### src/rtl/pio_pkg.sv
// Shared types and constants for the PIO instruction-fetch slice.
package pio_pkg;

  localparam logic [15:0] NOP_INSTR = 16'hA042;  // mov y,y

  // The delay/side-set field occupies instr[12:8]; side-set bits take its top end.
  localparam int unsigned FIELD_MSB = 12;
  localparam int unsigned FIELD_LSB = 8;
  localparam int unsigned FIELD_W   = FIELD_MSB - FIELD_LSB + 1;

  typedef enum logic [2:0] {
    OpJmp, OpWait, OpIn, OpOut, OpPushPull, OpMov, OpIrq, OpSet
  } opcode_e;

  typedef enum logic [0:0] {StExec, StDelay} fsm_t;

  // Illegal side-set counts above 5 behave as 5.
  function automatic logic [2:0] clamp_sideset(input logic [2:0] count);
    return (count > 3'd5) ? 3'd5 : count;
  endfunction

endpackage

### src/rtl/pio_delay_counter.sv
// Delay-cycle counter: clear beats load beats decrement.
module pio_delay_counter #(
  parameter int unsigned WIDTH = 5
) (
  input  logic             clk,
  input  logic             reset_n,
  input  logic             clear,
  input  logic             load,
  input  logic             dec,
  input  logic [WIDTH-1:0] load_val,
  output logic             zero
);

  logic [WIDTH-1:0] cnt_q;

  always_ff @(posedge clk or negedge reset_n) begin
    if (!reset_n) begin
      cnt_q <= '0;
    end else if (clear) begin
      cnt_q <= '0;
    end else if (load) begin
      cnt_q <= load_val;
    end else if (dec) begin
      cnt_q <= cnt_q - WIDTH'(1);
    end
  end

  assign zero = (cnt_q == '0);

endmodule

### src/rtl/pio_instr_fetch.sv
// PIO instruction fetch/delay stage: instruction memory, delay FSM, side-set decode.
// Define PIO_FETCH_READBACK_EN to add a combinational debug read port (dbg_raddr/dbg_rdata).
module pio_instr_fetch #(
  parameter int unsigned          ADDR_W    = 5,
  parameter int unsigned          INSTR_W   = 16,
  parameter logic [INSTR_W-1:0]   NOP_INSTR = pio_pkg::NOP_INSTR
) (
  input  logic               clk,
  input  logic               reset_n,
  input  logic               penable,
  input  logic               imm,
  input  logic [INSTR_W-1:0] imm_instr,
  input  logic [ADDR_W-1:0]  pc,
  input  logic               mem_we,
  input  logic [ADDR_W-1:0]  mem_waddr,
  input  logic [INSTR_W-1:0] mem_wdata,
  input  logic [2:0]         sideset_count,
  input  logic               side_en,
  input  logic               exec_stalled,
  output logic [INSTR_W-1:0] instr,
  output logic               instr_imm,
  output logic               stall,
  output logic [4:0]         sideset_val,
  output logic               sideset_valid,
  output logic               delay_active
`ifdef PIO_FETCH_READBACK_EN
  ,
  input  logic [ADDR_W-1:0]  dbg_raddr,
  output logic [INSTR_W-1:0] dbg_rdata
`endif
);

  import pio_pkg::*;

  logic [INSTR_W-1:0] mem [2**ADDR_W];
  logic [INSTR_W-1:0] instr_q;
  logic               instr_imm_q;
  logic               first_q;
  fsm_t               state_q;

  logic [2:0]         sc;
  logic [FIELD_W-1:0] field, d, ss_raw;
  logic               ss_enabled;
  logic               fetch;
  logic               cnt_zero, cnt_clear, cnt_load, cnt_dec;

  // Delay is the low (5 - sideset_count) bits of the field; side-set is the rest.
  always_comb begin
    sc          = clamp_sideset(sideset_count);
    field       = instr_q[FIELD_MSB:FIELD_LSB];
    d           = instr_imm_q ? '0 : (field & (5'h1f >> sc));
    ss_raw      = field >> (3'd5 - sc);
    ss_enabled  = 1'b0;
    sideset_val = '0;
    if (sc != 3'd0) begin
      if (side_en) begin
        ss_enabled  = ss_raw[sc - 3'd1];
        sideset_val = ss_raw & ~(5'd1 << (sc - 3'd1));
      end else begin
        ss_enabled  = 1'b1;
        sideset_val = ss_raw;
      end
    end
  end

  always_comb begin
    stall = 1'b0;
    case (state_q)
      StExec:  stall = exec_stalled | (d != '0);
      StDelay: stall = ~cnt_zero & ~imm;  // a forced instruction preempts the delay
      default: stall = 1'b0;
    endcase
  end

  assign fetch     = (penable | imm) & ~stall;
  assign cnt_load  = (state_q == StExec) & penable & ~exec_stalled & (d != '0);
  assign cnt_clear = (state_q == StDelay) & imm;
  assign cnt_dec   = (state_q == StDelay) & ~imm & penable & ~cnt_zero;

  always_ff @(posedge clk or negedge reset_n) begin
    if (!reset_n) begin
      state_q <= StExec;
    end else begin
      case (state_q)
        StExec:  if (cnt_load) state_q <= StDelay;
        StDelay: if (imm || (penable && cnt_zero)) state_q <= StExec;
        default: state_q <= StExec;
      endcase
    end
  end

  pio_delay_counter #(
    .WIDTH (FIELD_W)
  ) u_delay_counter (
    .clk      (clk),
    .reset_n  (reset_n),
    .clear    (cnt_clear),
    .load     (cnt_load),
    .dec      (cnt_dec),
    .load_val (d - 5'd1),
    .zero     (cnt_zero)
  );

  // No reset on the array: program contents survive a state-machine reset.
  always_ff @(posedge clk) begin
    if (mem_we) mem[mem_waddr] <= mem_wdata;
  end

  always_ff @(posedge clk or negedge reset_n) begin
    if (!reset_n) begin
      instr_q     <= NOP_INSTR;
      instr_imm_q <= 1'b0;
      first_q     <= 1'b1;
    end else if (fetch) begin
      instr_q     <= imm ? imm_instr : mem[pc];
      instr_imm_q <= imm;
      first_q     <= 1'b1;
    end else if (penable) begin
      first_q     <= 1'b0;
    end
  end

  assign instr         = instr_q;
  assign instr_imm     = instr_imm_q;
  assign delay_active  = (state_q == StDelay);
  assign sideset_valid = first_q & penable & ss_enabled & (sc != 3'd0);

`ifdef PIO_FETCH_READBACK_EN
  assign dbg_rdata = mem[dbg_raddr];
`endif

endmodule

### config.mk
export PLATFORM = sky130hd
export DESIGN_NAME = pio_instr_fetch
export DESIGN_NICKNAME = d
export VERILOG_FILES = /design/src/rtl/pio_pkg.sv /design/src/rtl/pio_delay_counter.sv /design/src/rtl/pio_instr_fetch.sv
export SDC_FILE = /design/constraint.sdc
export NUM_CORES = 1
export LEC_CHECK = 0
export ABC_CLOCK_PERIOD_IN_PS = 3700
export BUFFER_PORTS_ARGS = -buffer_cell sky130_fd_sc_hd__buf_4
export CAP_MARGIN = 10
export CORE_MARGIN = 2
export CORE_UTILIZATION = 40
export CTS_BUF_LIST = sky130_fd_sc_hd__clkbuf_4 sky130_fd_sc_hd__clkbuf_8
export DETAILED_ROUTE_END_ITERATION = 10
export RECOVER_POWER = 50
export SKIP_CTS_REPAIR_TIMING = 1
export SLEW_MARGIN = 5
export SYNTH_ARGS = -nofsm -noshare
export SYNTH_HDL_FRONTEND = slang
export SYNTH_HIERARCHICAL = 1
export SYNTH_SLANG_ARGS = --single-unit
### constraint.sdc
create_clock -name clk -period 3.7 [get_ports clk]
set_input_delay 0.74 -clock clk [delete_from_list [all_inputs] [get_ports clk]]
set_output_delay 0.74 -clock clk [all_outputs]
set_load 0.02 [all_outputs]
==> results.toml <==
[power_and_ir_drop]
power_leakage_nw = 8.03
combPwrFrac_pct = 11.6
clkPwrFrac_pct = 36.1
sequentialPowerShare_pct = 52.3
switching_share_pct = 24.7
p_int_mw = 10.2
powerDensity_mw_per_mm2 = 555
ir_worst_vdd_v = 0.000330
finalPower_mw = 13.5
p_sw_mw = 3.34

[floorplanning]
ios = 77
fp.dieH_um = 235
die_w_um = 235
core_mm2 = 0.0527
start_util_pct = 40.5
core.rowCount = 84
die-area_mm2 = 0.0552

[grt]
track_usage_pct = 18.2
grt_start_max_net_pins = 57
grt_antenna_before_repair = 2
grt_pass1_vias = 11100
grt_remaining_overflow = 0
grt_first_pass_wirelength_mm = 74.3

[worst_setup_path]
critPathRequiredTime_ns = 2.96
crit_arrival_ns = 2.38
crit_type = "input port to output port"
rr_startpoint = "u_delay_counter/cnt_q[0]"
crit_path_start_kind = "input port"
reg2reg_depth = 8
r2r_end = "instr[3]"
reg2reg_slack_ns = 1.06
endpoint_kind = "output port"
crit_path_max_fanout = 14

[clocking]
clock-sinks = 536
cts_tree = "built"
clk_path_buf_depth = 3
htree_num_levels = 3
cts_root_buf = "clkbuf_8"
cts_buffers = 87
clock_latency_ns = 0.65
cts.reportedPaths.clkPinSlew_ns = 0.06

[place]
hpwlAfterDp_mm = 29.6
portBuffers = 76
gp_congestion = 0.840

[synth]
synth_cell_types = 64
synthesis.area_mm2 = 0.0213
synth_edf_count = 512
ys_warn_count = 6
synth_cells = 1109
synth_area_leaders = "edfxtp_1, mux4_2, mux2i_1, dfrtp_1, o22ai_1"
synth_nets = 1166
synth.avg_cell_area_um2 = 19.2
post-synth-top-area-fraction_pct = 72.1
synth_top_area_cell = "edfxtp_1"
async_flop_share_pct = 4.48
ys.flop_type = "edfxtp_1"
ys_seq_area_share_pct = 74.9
synth_seq_cells = 536

[drt]
drc = 0
first_pass_iters = 5
num_vias = 11100
postRouteAntennaNets = 0
post_drt_wl_per_cell_um = 25.2
via_per_inst = 5.56
drt_wl_total_mm = 50.5
drt_iter0_markers = 1116

[layout]
area_growth_pct = 14.0
nets = 1315
fillerInstances = 4480
regArea_mm2 = 0.0160
final_cell_mix = "edfxtp_1, mux2i_1, buf_4"
layout_commonest_cell = "edfxtp_1"
diodes = 0
drive_above_1_share_pct = 25.5
multiInputGateArea_mm2 = 0.00489

[timing]
grt_setup_unrepaired = "no"
finalCritPeriodShare_pct = 84.4
setup_viol = 0
clock_skew_ns = 0.0257
maxSlewViolCount = 495
tns_ns = 0
finalHoldViolCount = 0
relSlewSlack_pct = -26.6
max_freq_mhz = 320
tightest_slew_ns = 1.90
min_period_ns = 3.12

[job]
maxCapViolations = 15

[run_status]
status = "finished with violations"
violations = "max-capacitance violations, max-slew violations"

[worst_hold_path]
whs_path_depth = 2
hold_class = "input port to register"
hold_end = "first_q"
min_from = "penable"
## worst max-delay path by stage
stage                             startpoint        endpoint  slack [ns]  cells after the start
floorplan                   sideset_count[2]   sideset_valid        0.45                      9
finish                      sideset_count[1]  sideset_val[1]        0.58                      8
detailed placement          sideset_count[1]  sideset_val[1]        0.61                      8
global route        u_delay_counter/cnt_q[0]           stall        0.39                      6
CTS                 u_delay_counter/cnt_q[0]           stall        0.59                      6
global placement            sideset_count[2]   sideset_valid        0.64                      9
## per-layer routing
metal / up-vias / wire length [µm] / global-route usage (%)
li1: 4911 / - / -
met2: 432 / 22600 / 26.6
met4: 4 / 1280 / 6.37
met1: 5723 / 22700 / 26.7
met3: 75 / 3920 / 4.22
met5: - / 29 / 0
## power groups by stage
stage	registers [mW]	logic (mW)	clock network, mW
6_report	7.06	1.56	4.87
5_1_grt	7.08	1.69	5.25
4_1_cts	7.05	1.58	4.98
3_5_place_dp	7.17	1.58	0
3_3_place_gp	7.17	1.57	0
2_1_floorplan	7.23	0.866	0
## cells in the mapped netlist, types with 2 or more instances
master       n
a211oi_1    18
a21oi_1      9
a221oi_1    17
a22oi_1     33
a2bb2oi_1   16
a31oi_1      4
and2_1       2
buf_1        2
buf_12       2
buf_2       10
buf_4       10
buf_6        7
buf_8        3
clkbuf_1    32
dfrtp_1     19
dfstp_2      5
edfxtp_1   512
ha_1         5
inv_1       14
mux2i_1    105
mux4_2      78
nand2_1     15
nand2b_1     4
nand3_1      6
nand3b_1     9
nand4_1     17
nor2_1      41
nor2b_1      3
nor4b_2      2
nor4bb_1     2
o21a_1       2
o21ai_0     19
o21ai_1      2
o22ai_1     46
o31a_1       2
or3b_2       3
xnor2_1      3
xor2_1       4
## critical path: stages
cell,delay [ns]
buf_4,0.16
nor2_1,0.33
ha_1,0.33
nand2b_1,0.22
a21oi_1,0.19
a22oi_1,0.11
o311a_1,0.14
buf_4,0.16
## cells by family after synthesis
group | share of synthesized area, %
DFF | 74.9
buffers and inverters | 2.23
xor gates and xnor gates | 0.287
and+or+nand+nor | 3.04
muxes | 13.2
AOI/OAI and AO/OA | 6.02
adders and majority gates | 0.293
## state kept, by name (all words and copies together), names as in the netlist
| signal | flops |
|---|---|
| delay_active | 1 |
| mem | 512 |
| instr | 16 |
| u_delay_counter/cnt_q | 5 |
| first_q | 1 |
| instr_imm | 1 |
## through the flow
| step | worst slack (ns) | utilization, % | hold slack, ns | area, µm² | instances |
|---|---|---|---|---|---|
| after floorplan | 0.454 | - | 0.444 | 21300 | 1109 |
| after global placement | 0.643 | 43.2 | 0.474 | 22800 | 1857 |
| after detailed placement | 0.608 | 43.2 | 0.470 | 22800 | 1857 |
| after CTS | 0.592 | 46.3 | -0.0271 | 24400 | 2004 |
| after global routing | 0.385 | 46.2 | 0.309 | 24300 | 2004 |
| final | 0.578 | 46.2 | 0.315 | 24300 | 2004 |
## area by class of cell
cell class	count	share of cell area (%)
Clock buffer	115	5.84
Clock inverter	32	0.818
Inverter	14	0.216
Multi-Input combinational cell	492	20.1
Sequential cell	536	65.7
Tap cell	688	3.54
Timing Repair Buffer	127	3.74
No activity file was read; power rests on OpenSTA's default activity.
